`src/rtl/capture_engine.sv`:
```
// Trigger-based acquisition engine: streams samples into a circular RAM buffer,
// stops after a programmable pre/post split around a masked level/edge trigger.
module capture_engine #(
  parameter int unsigned DATA_WIDTH = 8,
  parameter int unsigned ADDR_WIDTH = 11,
  parameter int unsigned DEPTH      = 1536
) (
  input  logic                  clk,
  input  logic                  rst,
  input  logic                  grant,
  input  logic [1:0]            trig_mode,
  input  logic [DATA_WIDTH-1:0] trig_mask,
  input  logic [DATA_WIDTH-1:0] trig_value,
  input  logic [ADDR_WIDTH-1:0] pre_count,
  input  logic [DATA_WIDTH-1:0] sample_data,
  input  logic                  sample_valid,
  output logic [ADDR_WIDTH-1:0] wr_addr,
  output logic [DATA_WIDTH-1:0] wr_data,
  output logic                  wr_en,
  output logic                  busy,
  output logic                  triggered,
  output logic                  done,
  output logic [ADDR_WIDTH-1:0] trig_addr,
  output logic [ADDR_WIDTH-1:0] start_addr
);

  localparam logic [ADDR_WIDTH-1:0] DEPTH_M1 = ADDR_WIDTH'(DEPTH - 1);
  localparam logic [ADDR_WIDTH-1:0] ONE      = ADDR_WIDTH'(1);

  typedef enum logic [2:0] {
    S_IDLE,
    S_PRE,
    S_ARMED,
    S_POST,
    S_DONE
  } state_t;

  state_t                  state;
  logic [ADDR_WIDTH-1:0]   ptr;
  logic [ADDR_WIDTH-1:0]   p_reg;
  logic [ADDR_WIDTH-1:0]   cnt;
  logic [1:0]              mode_r;
  logic [DATA_WIDTH-1:0]   mask_r;
  logic [DATA_WIDTH-1:0]   value_r;
  logic                    prev_valid;
  logic                    prev_match;

  logic                    match;
  logic                    hit;
  logic [ADDR_WIDTH-1:0]   ptr_inc;
  logic [ADDR_WIDTH-1:0]   p_clamp;
  logic [ADDR_WIDTH-1:0]   start_calc;
  logic [ADDR_WIDTH-1:0]   post_init;

  // Trigger evaluation and wrap arithmetic for the current sample
  always_comb begin
    match      = ((sample_data ^ value_r) & mask_r) == '0;
    ptr_inc    = (ptr == DEPTH_M1) ? '0 : ptr + ONE;
    p_clamp    = (pre_count > DEPTH_M1) ? DEPTH_M1 : pre_count;
    start_calc = (ptr >= p_reg) ? ptr - p_reg : ptr + (DEPTH_M1 - p_reg) + ONE;
    post_init  = DEPTH_M1 - p_reg;
    hit        = 1'b0;
    unique case (mode_r)
      2'd0:    hit = 1'b1;
      2'd1:    hit = match;
      2'd2:    hit = match && prev_valid && !prev_match;
      default: hit = !match && prev_valid && prev_match;
    endcase
  end

  // Capture FSM with registered write port and status
  always_ff @(posedge clk or posedge rst) begin
    if (rst) begin
      state      <= S_IDLE;
      ptr        <= '0;
      p_reg      <= '0;
      cnt        <= '0;
      mode_r     <= '0;
      mask_r     <= '0;
      value_r    <= '0;
      prev_valid <= 1'b0;
      prev_match <= 1'b0;
      wr_addr    <= '0;
      wr_data    <= '0;
      wr_en      <= 1'b0;
      busy       <= 1'b0;
      triggered  <= 1'b0;
      done       <= 1'b0;
      trig_addr  <= '0;
      start_addr <= '0;
    end else begin
      wr_en <= 1'b0;
      unique case (state)
        S_IDLE: begin
          if (grant) begin
            mode_r     <= trig_mode;
            mask_r     <= trig_mask;
            value_r    <= trig_value;
            p_reg      <= p_clamp;
            cnt        <= p_clamp;
            ptr        <= '0;
            prev_valid <= 1'b0;
            prev_match <= 1'b0;
            triggered  <= 1'b0;
            busy       <= 1'b1;
            state      <= (p_clamp == '0) ? S_ARMED : S_PRE;
          end
        end

        S_PRE, S_ARMED, S_POST: begin
          if (!grant) begin
            // Abort: drop the capture without completing
            state     <= S_IDLE;
            busy      <= 1'b0;
            triggered <= 1'b0;
          end else if (sample_valid) begin
            wr_en   <= 1'b1;
            wr_addr <= ptr;
            wr_data <= sample_data;
            ptr     <= ptr_inc;
            if (state == S_PRE) begin
              cnt <= cnt - ONE;
              if (cnt == ONE) state <= S_ARMED;
            end else if (state == S_ARMED) begin
              prev_match <= match;
              prev_valid <= 1'b1;
              if (hit) begin
                triggered  <= 1'b1;
                trig_addr  <= ptr;
                start_addr <= start_calc;
                cnt        <= post_init;
                state      <= (post_init == '0) ? S_DONE : S_POST;
              end
            end else begin
              cnt <= cnt - ONE;
              if (cnt == ONE) state <= S_DONE;
            end
          end
        end

        S_DONE: begin
          // busy/done flip one cycle after the final write pulse
          busy <= 1'b0;
          if (!grant) begin
            state     <= S_IDLE;
            done      <= 1'b0;
            triggered <= 1'b0;
          end else begin
            done <= 1'b1;
          end
        end

        default: state <= S_IDLE;
      endcase
    end
  end

endmodule

```
`config.mk`:
```
export PLATFORM = sky130hd
export DESIGN_NAME = capture_engine
export DESIGN_NICKNAME = d
export VERILOG_FILES = /design/src/rtl/capture_engine.sv
export SDC_FILE = /design/constraint.sdc
export NUM_CORES = 1
export LEC_CHECK = 0
export CORE_ASPECT_RATIO = 1.5
export CORE_MARGIN = 2
export CORE_UTILIZATION = 43
export CTS_CLUSTER_DIAMETER = 50
export DETAILED_ROUTE_END_ITERATION = 10
export PLACE_DENSITY_LB_ADDON = 0.25
export SYNTH_ARGS = -nofsm -noshare
export SYNTH_HDL_FRONTEND = slang
export SYNTH_SLANG_ARGS = --single-unit
```
`constraint.sdc`:
```
create_clock -name clk -period 3.9 [get_ports clk]
set_input_delay 0.975 -clock clk [delete_from_list [all_inputs] [get_ports clk]]
set_output_delay 0.975 -clock clk [all_outputs]
set_load 0.02 [all_outputs]
```
==> flow_summary_export.csv <==
group,metric,value,unit
flow_run,drv_cap,0,
critical_path,cp.required,4.14,ns
floorplan,pin_count,86,
layout,drive_gt1_share,9.813,%
drt,wl,12610,um
sta,drv_slew,0,
clocking,cts_buffers,9,
floorplan,dieArea,0.01324,mm2
synthesis,ys_ff_latch,101,
clocking,cts_tree,"done",
sta,finalHoldViolCount,0,
power_and_ir_drop,peakVddDrop,0.3249,mV
clocking,holdBufCountCts,0,
critical_path,start_kind,"input port",
drt,drc,0,
drt,ant_nets,0,
synthesis,synth_compound_area_share,15.37,%
sta,fin_ws,1.012,ns
layout,fin_cells,795,
global_routing,gr-total-overflow,0,
layout,nNetsFinal,695,
synthesis,synthArstFlopShare,100.0,%
critical_path,r2r_cells,10,
synthesis,avgSynthCellArea,9.429,um2
synthesis,synth_edf_count,0,
hold_path,hp-class,"reg -> reg",
placement,hpwl,9578,um
drt,firstDrtPassIters,4,
critical_path,crit_type,"in -> reg",
drt,drt-initial-drc-count,201,
sta,tns,0,ns
hold_path,worstHoldPathCells,2,
clocking,clock_latency,0.35,ns
layout,multiInputGateArea,0.002557,mm2
floorplan,fp.dieW,94.64,um
sta,fin_crit,2.888,ns
clocking,path_clk_slew,0.07,ns
synthesis,syn_nets,619,
clocking,ctsResizeCount,0,
floorplan,start_util,44.10,%
synthesis,netlist.top_cell.by_area,"dfrtp_1",
sta,max_slew.worst_pin.slew,0.7614,ns
power_and_ir_drop,pwr-share-seq,37.6,%
global_routing,grt_usage,20.45,%
placement,gp_congestion,0.8759,
clocking,htreeDepth,3,
power_and_ir_drop,p_sw,1.830,mW
global_routing,antenna_found_initial,0,
global_routing,grt_first_pass_wirelength,21150,um
clocking,cts-root-buf,"clkbuf_16",
critical_path,cp_max_fo,35,
power_and_ir_drop,power_density,709.5,mW/mm2
clocking,clkSinkCount,101,
power_and_ir_drop,p_leak,2.955,nW
sta,relSlewSlack,49.06,%
power_and_ir_drop,power.share.clock,19.1,%
synthesis,ys_top_cells_by_area,"dfrtp_1 48%, nand2_1 7.4%, mux2_2 6.0%",
drt,vias_per_cell,5.390,
clocking,postCtsSetupBuffers,0,
synthesis,synthSimpleGateAreaFrac,17.10,%
synthesis,synth-main-ff-cell,"dfrtp_1",
synthesis,synth_top_area_share,47.70,%
layout,antenna-diode-count,0,
sta,setup_viol,0,
sta,max_freq,0.3463,GHz
power_and_ir_drop,comb_power_share,43.3,%
drt,wl_per_cell,15.86,um
sta,skew,0.006410,ns
outcome,status,"complete, no violations",
global_routing,grt_pass1_vias,4279,
placement,place_ws,0.6508,ns
synthesis,syn-cell-area,0.005299,mm2
placement,port_buffers,85,
sta,rsz0062_at_grt,"no",
synthesis,synthXorXnorAreaFrac,4.132,%
sta,timing.final.crit_share,74.05,%
synthesis,synth_top_family_by_area,"simple AND/OR/NAND/NOR gates",
clocking,clockBufferDepth,2,
placement,dp.cells,780,
critical_path,end_kind,"flop",
global_routing,grt_max_degree,61,
floorplan,core,0.01202,mm2
floorplan,rows,49,
layout,fillers,1094,
layout,synthToLayoutAreaGrowth,23.80,%
synthesis,synthesis.instances,562,
synthesis,muxShareOfSynthArea,7.745,%
drt,vias,4285,
floorplan,die_h,140.0,um
synthesis,yosys.area_share.adder,3.920,%
synthesis,ys_types,55,
layout,seq_area,0.002527,mm2
power_and_ir_drop,swShare,39.33,%
power_and_ir_drop,intPower,2.824,mW
synthesis,synth.yosys.warnings,0,
critical_path,arrival,3.12,ns
synthesis,ys_seq_area_share,47.70,%
[worst paths after layout]
kind	startpoint	endpoint	slack, ns
max	sample_data[6]	trig_addr[9]	1.01
min	start_addr[4]	start_addr[4]	0.48
max reg2reg	ptr[0]	start_addr[10]	1.32
min reg2reg	start_addr[4]	start_addr[4]	0.48
max in group asynchronous	rst	start_addr[9]	2.20
min in group asynchronous	rst	value_r[1]	1.02
[area by class of cell]
class	count	share of cell area (%)
well taps	153	2.918
inverters	24	1.411
flip-flops and latches	101	38.53
repair buffers	90	13.73
multi-input cells	412	38.99
clock buffers	10	3.490
clock inverters	5	0.9346
[power by group through the flow]
| stage | logic, mW | clock network, mW | registers, mW |
|---|---|---|---|
| detailed placement | 2.01 | 0 | 1.77 |
| CTS | 2.02 | 0.912 | 1.75 |
| finish | 2.02 | 0.890 | 1.75 |
| global placement | 1.98 | 0 | 1.76 |
| global route | 2.25 | 0.957 | 1.81 |
| floorplan | 1.32 | 0 | 1.82 |
[synthesized netlist by cell type (2+ instances only)]
master and instances:
nand2_1 104, dfrtp_1 101, o21ai_0 53, nor2_1 43
a21oi_1 30, mux2_2 28, inv_1 23, xor2_1 18
ha_1 15, buf_2 12, o211ai_1 11, clkbuf_1 8
a22oi_1 7, nand3_1 7, xnor2_1 7, nand2b_1 6
nor3_1 6, nor4_1 6, and3_1 5, mux2_4 5
nand4_1 5, o31ai_1 5, a21o_1 4, and2_1 4
nor2b_1 4, a311o_1 3, a31oi_1 3, nand3b_1 3
o41ai_1 3, a211oi_1 2, buf_1 2, buf_4 2
mux2i_1 2, nor3b_1 2, or2_2 2, or3_1 2
[per-layer routing]
| metal | wire [um] | GRT usage, % |
|---|---|---|
| met3 | 455 | 4.250 |
| met1 | 5099 | 24.55 |
| met2 | 6816 | 36.02 |
| met5 | 0 | 0 |
| met4 | 240 | 6.712 |
[metrics by stage]
stage,power [mW],utilization [%],instance area (um2),hold WS [ns]
6_report,4.654,54.59,6560,0.4751
5_1_grt,5.011,54.59,6560,0.4941
4_1_cts,4.682,54.59,6560,0.4816
3_3_place_gp,3.739,52.18,6270,0.4614
2_1_floorplan,3.134,-,5299,0.4811
3_5_place_dp,3.781,52.18,6270,0.4644
[kinds of logic (layout without fill, tap and decap cells)]
| logic type | after synthesis | in the layout |
|---|---|---|
| fa+ha+maj | 16 | 16 |
| simple gates | 203 | 203 |
| buf+inv | 49 | 129 |
| xor+xnor | 25 | 25 |
| flops | 101 | 101 |
| compound gates | 133 | 133 |
| mux | 35 | 35 |
[cells in the final DEF (no fill, tap or decap), types with 3 or more instances in the layout]
| cell | synthesis | routed |
|---|---|---|
| inv_1 | 23 | 22 |
| mux2_4 | 5 | 5 |
| nor2_1 | 43 | 43 |
| ha_1 | 15 | 15 |
| o31ai_1 | 5 | 5 |
| buf_4 | 2 | 4 |
| nand2_1 | 104 | 104 |
| nor3_1 | 6 | 6 |
| o211ai_1 | 11 | 11 |
| a21o_1 | 4 | 4 |
| a21oi_1 | 30 | 30 |
| and3_1 | 5 | 5 |
| xor2_1 | 18 | 18 |
| and2_1 | 4 | 4 |
| nand2b_1 | 6 | 6 |
| nor4_1 | 6 | 6 |
| a31oi_1 | 3 | 3 |
| dfrtp_1 | 101 | 101 |
| nor2b_1 | 4 | 4 |
| nand3_1 | 7 | 7 |
| a311o_1 | 3 | 3 |
| nand4_1 | 5 | 5 |
| a22oi_1 | 7 | 7 |
| clkdlybuf4s50_1 | 0 | 85 |
| nand3b_1 | 3 | 3 |
| clkbuf_16 | 0 | 9 |
| mux2_2 | 28 | 28 |
| xnor2_1 | 7 | 7 |
| o21ai_0 | 53 | 53 |
| o41ai_1 | 3 | 3 |
[critical path, stage by stage]
cell and delay, ns:
clkdlybuf4s50_1 0.46, xor2_1 0.16, a22oi_1 0.22, nand4_2 0.22
mux2i_1 0.20, o21bai_2 0.15, buf_4 0.34, mux2_2 0.38
(Power assumes the default switching activity.)
==> RTL change (config.mk and constraints unchanged) <==
Re-encode `state_t` (5 states) as one-hot, 5 bits wide.
--- a/src/rtl/capture_engine.sv
+++ b/src/rtl/capture_engine.sv
@@ -28,10 +28,10 @@
   localparam logic [ADDR_WIDTH-1:0] ONE      = ADDR_WIDTH'(1);
 
-  typedef enum logic [2:0] {
-    S_IDLE,
-    S_PRE,
-    S_ARMED,
-    S_POST,
-    S_DONE
+  typedef enum logic [4:0] {
+    S_IDLE  = 5'b00001,
+    S_PRE   = 5'b00010,
+    S_ARMED = 5'b00100,
+    S_POST  = 5'b01000,
+    S_DONE  = 5'b10000
   } state_t;
 
Behaviour: no difference found for any inputs over 4 cycles, from zero or initial values and one cycle with rst high; so few cycles prove little.
==> RTL change against the unedited design <==
- sequential cell count is 2 higher
- first-iteration DRC count rose by 9.5%
- area after synthesis is 2.3% higher
- critical path type unchanged
- power down 9.6%
- setup slack worse by 0.13 ns
- clock power down 4.7%
- combinational power decreased by 16%
- die area up 2.2%
- via count shrank 1.6%
- synthesized cell count decreased by 6.2%
- cell area grew 2.0%
- routed wire length about the same
==> RTL change: results (changes against the unedited design) <==
* Status: completed
* Gpl congestion at 0.896 (+2.3%)
* Filler cells at 1135 (+3.7%)
* Top cells by area, synth: dfrtp_1 47%, mux2_2 8.3%, xor2_1 3.9%, a21oi_1 3.8%, ha_1 3.5%
* Worst path top cell family by delay: multiplexers
* Post-synthesis adder-cell area fraction at 0.0383 (-0.000869)
* First-pass GRT wire length at 20700 µm (-2.1%)
* Min Tclk post-route at 3.02 ns (+0.131 ns)
* Average wire per cell in the routed design at 16.5 µm (+3.7%)
* Total track usage at 0.198 (-0.00605)
* Post-route insts no fill at 767 (-3.5%)
* Detailed Place HPWL at 9570 µm (about the same)
* Seq/Total Area, Yosys at 0.476 (-0.00111)
* Lkg Pwr at 2.94 nW (-0.55%)
* Fin nets at 664 (-4.5%)
* Post-synthesis compound-gate area fraction at 0.141 (-0.0131)
* Maximum VDD drop at 348 µV (+7.1%)
* CP endpoint: cnt[4]
* Worst clock skew at 0.0113 ns (+0.00494 ns)
* Initial DRC Count at 220 (+9.5%)
* Placement Cell Area at 6410 µm² (+2.3%)
* Met3 usage at 0.0292 (-0.0133)
* GR Util met2 at 0.364 (+0.00416)
* Pre-antenna DRT Iters at 5 (+1)
* Avg Cell Area, Syn at 10.3 µm² (+9.1%)
* Worst reg-to-reg setup slack at 1.19 ns (-0.13 ns)
* Synth cell count leaders: 102 x dfrtp_1, 41 x a21oi_1, 41 x nor2_1, 40 x mux2_2, 40 x nand2_1
* XOR/XNOR Fraction of Synth Area at 0.0647 (+0.0233)
* Vias in the first global route at 4152 (-3.0%)
* Crit-path max FO at 20 (-43%)
* Share of layout cells above drive strength 1 at 0.128 (+0.0295)
* Synthesized Nets at 584 (-5.7%)
* Slowest Stage Delay on Critical Path at 0.44 ns (-0.02 ns)
* Metal2 WL at 7100 µm (+4.2%)
* Fin Hold WS at 0.479 ns (+0.00377 ns)
[RTL change: logic make-up after synthesis]
| group | count (synthesis) |
|---|---|
| fa+ha+maj | 16 |
| simple gates | 150 |
| compound gates | 124 |
| mux | 51 |
| flops | 103 |
| buf+inv | 43 |
| xor+xnor | 40 |
[RTL change: cell type report]
cell class,count,area [µm²],share of cell area
clock buffers,13,260,0.0389
clock inverters,2,16.3,0.00243
inverters,21,81.3,0.0122
multi-input cells,381,2650,0.396
flip-flops and latches,103,2580,0.385
well taps,156,195,0.0292
repair buffers,91,908,0.136
[RTL change: report_power, final]
group          total, W  internal (W)  switching, W
sequential      0.00167       0.00140      0.000272
combinational   0.00169      0.000795      0.000891
clock          0.000848      0.000466      0.000382
[RTL change: worst min-delay path by stage]
stage,startpoint,endpoint
detailed placement,wr_addr[9],wr_addr[9]
floorplan,mask_r[2],mask_r[2]
CTS,wr_addr[9],wr_addr[9]
global placement,wr_addr[0],wr_addr[0]
finish,wr_addr[9],wr_addr[9]
global route,wr_addr[9],wr_addr[9]
